`config.mk`:
```
export PLATFORM = sky130hd
export DESIGN_NAME = cv32e40x_amo_adapter
export DESIGN_NICKNAME = d
export VERILOG_FILES = /design/src/rtl/cv32e40x_pkg.sv /design/src/rtl/cv32e40x_amo_alu.sv /design/src/rtl/cv32e40x_amo_adapter.sv
export SDC_FILE = /design/constraint.sdc
export NUM_CORES = 1
export LEC_CHECK = 0
export CAP_MARGIN = 20
export CORE_UTILIZATION = 34
export CTS_BUF_LIST = sky130_fd_sc_hd__clkbuf_4
export DETAILED_ROUTE_END_ITERATION = 6
export GPL_ROUTABILITY_DRIVEN = 0
export PLACE_DENSITY = 0.61
export SLEW_MARGIN = 20
export SYNTH_ARGS = -nofsm -noshare
export SYNTH_HDL_FRONTEND = slang
export SYNTH_SLANG_ARGS = --single-unit
```
`constraint.sdc`:
```
create_clock -name clk -period 4.3 [get_ports clk]
set_input_delay 0.43 -clock clk [delete_from_list [all_inputs] [get_ports clk]]
set_output_delay 0.43 -clock clk [all_outputs]
set_load 0.02 [all_outputs]
```
`src/rtl/cv32e40x_pkg.sv`:
```
// Shared definitions for the AMO adapter: AMO funct5 encodings, FSM state
// enum and the internal transaction-kind enum.
package cv32e40x_pkg;

    // RISC-V A-extension funct5 encodings (instruction bits 31:27)
    localparam logic [4:0] AMO_LR   = 5'b00010;
    localparam logic [4:0] AMO_SC   = 5'b00011;
    localparam logic [4:0] AMO_SWAP = 5'b00001;
    localparam logic [4:0] AMO_ADD  = 5'b00000;
    localparam logic [4:0] AMO_XOR  = 5'b00100;
    localparam logic [4:0] AMO_AND  = 5'b01100;
    localparam logic [4:0] AMO_OR   = 5'b01000;
    localparam logic [4:0] AMO_MIN  = 5'b10000;
    localparam logic [4:0] AMO_MAX  = 5'b10100;
    localparam logic [4:0] AMO_MINU = 5'b11000;
    localparam logic [4:0] AMO_MAXU = 5'b11100;

    typedef enum logic [2:0] {
        IDLE,
        RD_REQ,
        RD_WAIT,
        WR_REQ,
        WR_WAIT,
        RESP
    } amo_fsm_e;

    // Kind of the transaction currently in flight
    typedef enum logic [2:0] {
        OP_READ,
        OP_WRITE,
        OP_LR,
        OP_SC,
        OP_RMW
    } amo_op_e;

    // True for the read-modify-write AMOs handled by the ALU
    function automatic logic is_rmw(input logic [4:0] funct5);
        case (funct5)
            AMO_SWAP, AMO_ADD, AMO_XOR, AMO_AND, AMO_OR,
            AMO_MIN, AMO_MAX, AMO_MINU, AMO_MAXU: is_rmw = 1'b1;
            default:                              is_rmw = 1'b0;
        endcase
    endfunction

endpackage

```
`src/rtl/cv32e40x_amo_alu.sv`:
```
// Combinational AMO ALU: computes the value written back by a
// read-modify-write AMO from the old memory word and the core operand.
module cv32e40x_amo_alu
    import cv32e40x_pkg::*;
(
    input  logic [4:0]  funct5,
    input  logic [31:0] old,
    input  logic [31:0] operand,
    output logic [31:0] result
);

    // Select the write-back value; SWAP (and anything unlisted) writes the operand
    always_comb begin
        // NOTE: default assignment first so every path drives result and no latch is inferred.
        result = operand;
        case (funct5)
            AMO_ADD:  result = old + operand;
            AMO_XOR:  result = old ^ operand;
            AMO_AND:  result = old & operand;
            AMO_OR:   result = old | operand;
            AMO_MIN:  result = ($signed(old) < $signed(operand)) ? old : operand;
            AMO_MAX:  result = ($signed(old) > $signed(operand)) ? old : operand;
            AMO_MINU: result = (old < operand) ? old : operand;
            AMO_MAXU: result = (old > operand) ? old : operand;
            default:  result = operand;
        endcase
    end

endmodule

```
`src/rtl/cv32e40x_amo_adapter.sv`:
```
// Converts core-side atomic accesses (LR/SC/AMO) into plain memory reads and
// writes. One transaction is in flight at a time; LR/SC use a single
// word-granular reservation register.
module cv32e40x_amo_adapter
    import cv32e40x_pkg::*;
#(
    parameter int RESV_ENABLE = 1
) (
    input  logic        clk,
    input  logic        rst_n,

    input  logic        s_req_i,
    output logic        s_gnt_o,
    input  logic [31:0] s_addr_i,
    input  logic        s_we_i,
    input  logic [3:0]  s_be_i,
    input  logic [31:0] s_wdata_i,
    input  logic [5:0]  s_atop_i,
    output logic        s_rvalid_o,
    output logic [31:0] s_rdata_o,
    output logic        s_err_o,

    output logic        m_req_o,
    output logic [31:0] m_addr_o,
    output logic        m_we_o,
    output logic [3:0]  m_be_o,
    output logic [31:0] m_wdata_o,
    input  logic        m_gnt_i,
    input  logic        m_rvalid_i,
    input  logic [31:0] m_rdata_i,
    input  logic        m_err_i
);

    localparam logic RESV_ON = (RESV_ENABLE != 0);

    amo_fsm_e    state_q;
    amo_op_e     op_q;
    logic [4:0]  funct5_q;
    logic [31:0] operand_q;
    logic [31:0] old_q;
    logic        resv_valid_q;
    logic [29:0] resv_addr_q;

    logic [31:0] alu_result;
    logic [31:0] word_addr;
    logic        sc_hit;
    logic        wr_hits_resv;

    assign word_addr    = {s_addr_i[31:2], 2'b00};
    assign sc_hit       = RESV_ON && resv_valid_q && (resv_addr_q == s_addr_i[31:2]);
    assign wr_hits_resv = resv_valid_q && (resv_addr_q == m_addr_o[31:2]);

    // Grant only while idle; gated by rst_n so no grant is seen during reset
    assign s_gnt_o = rst_n && (state_q == IDLE) && s_req_i;

    cv32e40x_amo_alu u_alu (
        .funct5  (funct5_q),
        .old     (m_rdata_i),
        .operand (operand_q),
        .result  (alu_result)
    );

    // Transaction FSM with registered memory-side and core-side outputs
    always_ff @(posedge clk or negedge rst_n) begin
        if (!rst_n) begin
            // NOTE: datapath registers are reset too, so every output reads 0 while in reset.
            state_q      <= IDLE;
            op_q         <= OP_READ;
            funct5_q     <= 5'd0;
            operand_q    <= 32'd0;
            old_q        <= 32'd0;
            resv_valid_q <= 1'b0;
            resv_addr_q  <= 30'd0;
            m_req_o      <= 1'b0;
            m_addr_o     <= 32'd0;
            m_we_o       <= 1'b0;
            m_be_o       <= 4'd0;
            m_wdata_o    <= 32'd0;
            s_rvalid_o   <= 1'b0;
            s_rdata_o    <= 32'd0;
            s_err_o      <= 1'b0;
        end else begin
            // NOTE: non-blocking assignments so all state updates see pre-edge values.
            case (state_q)
                IDLE: begin
                    if (s_req_i) begin
                        funct5_q  <= s_atop_i[4:0];
                        operand_q <= s_wdata_i;
                        m_wdata_o <= s_wdata_i;
                        if (!s_atop_i[5]) begin
                            // Plain access passes through unchanged
                            m_addr_o <= s_addr_i;
                            m_be_o   <= s_be_i;
                            m_we_o   <= s_we_i;
                            m_req_o  <= 1'b1;
                            op_q     <= s_we_i ? OP_WRITE : OP_READ;
                            state_q  <= s_we_i ? WR_REQ : RD_REQ;
                        end else begin
                            m_addr_o <= word_addr;
                            m_be_o   <= 4'hF;
                            case (s_atop_i[4:0])
                                AMO_LR: begin
                                    op_q    <= OP_LR;
                                    m_we_o  <= 1'b0;
                                    m_req_o <= 1'b1;
                                    state_q <= RD_REQ;
                                end
                                AMO_SC: begin
                                    // Any SC consumes the reservation
                                    resv_valid_q <= 1'b0;
                                    op_q         <= OP_SC;
                                    if (sc_hit) begin
                                        m_we_o  <= 1'b1;
                                        m_req_o <= 1'b1;
                                        state_q <= WR_REQ;
                                    end else begin
                                        s_rvalid_o <= 1'b1;
                                        s_rdata_o  <= 32'd1;
                                        s_err_o    <= 1'b0;
                                        state_q    <= RESP;
                                    end
                                end
                                default: begin
                                    if (is_rmw(s_atop_i[4:0])) begin
                                        op_q    <= OP_RMW;
                                        m_we_o  <= 1'b0;
                                        m_req_o <= 1'b1;
                                        state_q <= RD_REQ;
                                    end else begin
                                        // Unsupported atomic: reject without touching memory
                                        s_rvalid_o <= 1'b1;
                                        s_rdata_o  <= 32'd0;
                                        s_err_o    <= 1'b1;
                                        state_q    <= RESP;
                                    end
                                end
                            endcase
                        end
                    end
                end

                RD_REQ: begin
                    if (m_gnt_i) begin
                        m_req_o <= 1'b0;
                        state_q <= RD_WAIT;
                    end
                end

                RD_WAIT: begin
                    if (m_rvalid_i) begin
                        if (op_q == OP_RMW && !m_err_i) begin
                            // Read succeeded: write back the ALU result
                            old_q     <= m_rdata_i;
                            m_wdata_o <= alu_result;
                            m_we_o    <= 1'b1;
                            m_req_o   <= 1'b1;
                            state_q   <= WR_REQ;
                        end else begin
                            if (op_q == OP_LR && !m_err_i && RESV_ON) begin
                                resv_valid_q <= 1'b1;
                                resv_addr_q  <= m_addr_o[31:2];
                            end
                            s_rvalid_o <= 1'b1;
                            s_rdata_o  <= m_rdata_i;
                            s_err_o    <= m_err_i;
                            state_q    <= RESP;
                        end
                    end
                end

                WR_REQ: begin
                    if (m_gnt_i) begin
                        m_req_o <= 1'b0;
                        state_q <= WR_WAIT;
                        // A granted store to the reserved word breaks the reservation
                        if (wr_hits_resv) begin
                            resv_valid_q <= 1'b0;
                        end
                    end
                end

                WR_WAIT: begin
                    if (m_rvalid_i) begin
                        s_rvalid_o <= 1'b1;
                        s_rdata_o  <= (op_q == OP_RMW) ? old_q : 32'd0;
                        s_err_o    <= m_err_i;
                        state_q    <= RESP;
                    end
                end

                RESP: begin
                    s_rvalid_o <= 1'b0;
                    s_rdata_o  <= 32'd0;
                    s_err_o    <= 1'b0;
                    state_q    <= IDLE;
                end

                default: begin
                    state_q <= IDLE;
                end
            endcase
        end
    end

endmodule

```
==> results.md <==
- The synthesized netlist occupies a cell area of 13500 µm².
- The maximum number of pins on one net before global-route repair is 132.
- STA classifies the critical path startpoint as a flip-flop.
- The netlist uses 76 different library cells.
- The final count of pins violating max slew came to 0.
- The detail route stage leaves a number of antenna-violating nets equal to 0.
- The layout overhead on the synthesized area is 29.0%.
- The leading cell type in the layout, fill and taps excluded is sky130_fd_sc_hd__nand2_1.
- Each instance of the synthesized netlist takes up on average 8.69 µm².
- Setup violations remaining at the end of the flow were counted as 0.
- After clock tree synthesis, the clock-pin slew on the worst setup and hold paths is 70 ps.
- The fraction of post-synthesis cell area in the top cell type by area is 0.388.
- The detailed-routing iteration count for the pre-antenna-repair pass is 6.
- The number of buffers created by CTS is 60.
- The share of async-settable or async-resettable flops after synthesis is 1.00.
- The mean routed wirelength per cell is 19.1 µm.
- Along the worst path, the maximum fanout reaches 8.
- During placement, the flow inserted port buffers numbering 217.
- The number of antenna violations at the first check in global routing is 4.
- The worst setup path is captured at a flip-flop.
- The library cell occupying the most area in the post-synthesis netlist is sky130_fd_sc_hd__dfrtp_1.
- The number of setup buffers added after CTS is 0.
- The final sum of negative setup slack is 0 ps.
- Of the available clock period, the critical path in the final layout requires 0.878.
- Of the cells placed in the final design, the portion with a size suffix greater than 1 is 0.134.
- The share of the Yosys chip area taken by registers is 0.388.
- The highest-delay cell along the critical path is sky130_fd_sc_hd__or4_1.
- The run finished with clean final reports.
- The number of enable flip-flop cells after synthesis is 0.
- The floorplan step defined a core boundary enclosing 38900 µm².
- The vias per cell is 5.40.
- The worst setup path is of the flip-flop to flip-flop kind.
- Walking the worst path, the cells encountered are inv_1, ha_1, inv_1, a21oi_1, a21boi_0, or4_1, o21ai_0, a31oi_1, or2_2, a221oi_1, a221oi_1, a221o_1.
- The largest vdd supply drop is 338 µV.
- Yosys printed 0 warnings.
- The smallest clock period supported by the final layout is computed as 3770 ps.
- The worst hold path belongs to the class input port to flip-flop.
- The final count of hold timing violations is 0.
- Setup repair after global routing left no endpoint under its margin.
- Headroom to the max-slew limit came out at 0.258.
- Summing over every cut layer, the via total after detailed routing is 12900.
- The number of global-route vias before repair is 12800.
- The clock tree synthesis step divided the H-tree into 2 levels.
- After detailed routing, the number of remaining DRC violations is 0.
- The worst clock skew on the final layout is 67.0 ps.
- Leaving out fill and tap cells, the most frequent cells in the layout are 223 x sky130_fd_sc_hd__nand2_1, 216 x sky130_fd_sc_hd__clkdlybuf4s50_1, 210 x sky130_fd_sc_hd__dfrtp_1, 158 x sky130_fd_sc_hd__o21ai_0, 121 x sky130_fd_sc_hd__a21oi_1.
- The global-route usage over all layers is 0.224.
- The clock sink count is 210.
- The I/O pin total is 218.
- The HPWL after detailed placement is 32300 µm.
- From left edge to right edge, the die measures 202 µm.
- For the worst-skew pair, the clock arrives at the later sink with an insertion delay of 810 ps.
- The final net count is 2037.
- After the first detailed-routing iteration, the DRC count stood at 1133.
- The die footprint is 40600 µm².
- The total routed wirelength is 45600 µm.
- The site row count is 72.
- The number of nets handed over by synthesis was 1767.
- The delay of the slowest cell on the worst path is 630 ps.
- Summing all placed instances gives a cell area of 16700 µm².
- In this run the power density over the cells is 725 nW/µm².
- The synthesized design contains 210 register bits.
- The data arrival at the endpoint of the critical path is 4420 ps.
- Across the run, the number of max-cap violations was 0.
- The most used flip-flop cell after synthesis is sky130_fd_sc_hd__dfrtp_1.
- Summed over all layers, the global routing overflow is 0.
- The height of the die is 202 µm.
- In the post-synthesis netlist, the biggest area contributors are sky130_fd_sc_hd__dfrtp_1 39%, sky130_fd_sc_hd__ha_1 8.9%, sky130_fd_sc_hd__nand2_1 6.2%.
- The first-pass GRT wire length is 72100 µm.
- TritonCTS built the clock tree.
- The static leakage is 7.83 nW.
- For this configuration, the core starts out at a cell density of 0.348.
- Static timing analysis puts the maximum clock frequency at 0.265 GHz.
- The critical path required time is 4940 ps.
- The instance count of the mapped netlist is 1557.
- The slew at the pin closest to its max-slew limit is 1110 ps.
- Once layout is done, the placed cells without fillers occupy 17500 µm².
- The tree is rooted in a sky130_fd_sc_hd__clkbuf_4.
- The longest clock path from root to sink contains 3 buffers.
==> path summary, 6_finish.rpt <==
check | cells after the start | slack, ps | endpoint | from
max | 12 | 530 | m_wdata_o[20] | operand_q[27]
min | 3 | 200 | m_addr_o[22] | s_addr_i[22]
max reg2reg | 12 | 530 | m_wdata_o[20] | operand_q[27]
min reg2reg | 2 | 480 | m_addr_o[0] | m_addr_o[0]
max in group asynchronous | 3 | 2770 | old_q[5] | rst_n
min in group asynchronous | 2 | 220 | operand_q[9] | rst_n
==> per-stage QoR <==
stage,hold slack (ps),total power [mW],util,instances,setup slack [ps]
final,203,12.7,0.449,2384,525
after global routing,178,13.6,0.449,2383,265
after CTS,133,12.7,0.449,2382,571
after detailed placement,469,10.7,0.429,2282,39.7
after global placement,456,10.6,0.429,2282,105
after floorplan,134,7.86,-,1557,803
==> what timing repair did <==
| item | 4_1_cts | 5_1_grt |
|---|---|---|
| gates resized for setup | 0 | 0 |
| hold buffers | 1 | 0 |
| endpoints found under the hold margin | 79 | 0 |
==> registers in the layout, indices dropped and copies added (netlist names) <==
name	flops
m_addr_o	32
m_wdata_o	32
old_q	32
operand_q	32
s_rdata_o	32
resv_addr_q	30
funct5_q	5
m_be_o	4
op_q	3
state_q	3
m_req_o	1
m_we_o	1
resv_valid_q	1
s_err_o	1
s_rvalid_o	1
==> critical path, delay by kind of cell (launching register included) <==
| kind | cells | cell delay [ps] |
|---|---|---|
| AO/OA/AOI/OAI | 7 | 1540 |
| adder cells (fa/ha/maj) | 1 | 430 |
| buffers and inverters | 2 | 200 |
| flip-flops | 1 | 390 |
| AND/OR/NAND/NOR | 2 | 1060 |
==> power breakdown <==
| part | internal, mW | switching [mW] | leakage (nW) | total (mW) |
|---|---|---|---|---|
| combinational | 3.06 | 4.15 | 4.71 | 7.21 |
| sequential | 2.79 | 0.740 | 2.67 | 3.53 |
| clock | 1.03 | 0.900 | 0.455 | 1.92 |
==> cells in the mapped netlist (all sizes together) (13+ instances only) <==
cell type	count
nand2	223
dfrtp	210
o21ai	161
a21oi	121
nor2	100
ha	96
inv	82
clkbuf	76
xnor2	48
a22oi	46
xor2	39
mux2	32
a221oi	30
buf	25
o211ai	23
nand3	22
nand4	19
a21o	17
nor3	14
and3	13
nor2b	13
nor4	13
==> cells by family (layout without fill, tap and decap cells) <==
logic type	Yosys count	in the layout	synth area share
other	0	2	0
adders and majority gates	97	97	0.0902
muxes	37	37	0.0303
AOI/OAI and AO/OA	493	493	0.231
and+or+nand+nor	450	450	0.150
xor gates and xnor gates	87	87	0.0563
DFF	210	210	0.388
buffers and inverters	183	490	0.0533
==> metal layers <==
metal,global-route usage,part of all wire,vias to the layer above
li1,-,-,6099
met1,0.307,0.45,6176
met2,0.343,0.44,517
met3,0.0547,0.087,73
met4,0.0731,0.023,4
met5,0,0.00057,-
==> layout make-up <==
cell class,instances,area (µm²)
Fill cell,3859,21500
Sequential cell,210,5260
Antenna cell,2,5.00
Timing Repair Buffer,309,2900
Clock buffer,93,698
Tap cell,518,648
Inverter,82,308
Clock inverter,6,58.8
Multi-Input combinational cell,1164,7600
Power figures use the tool's default switching activity.
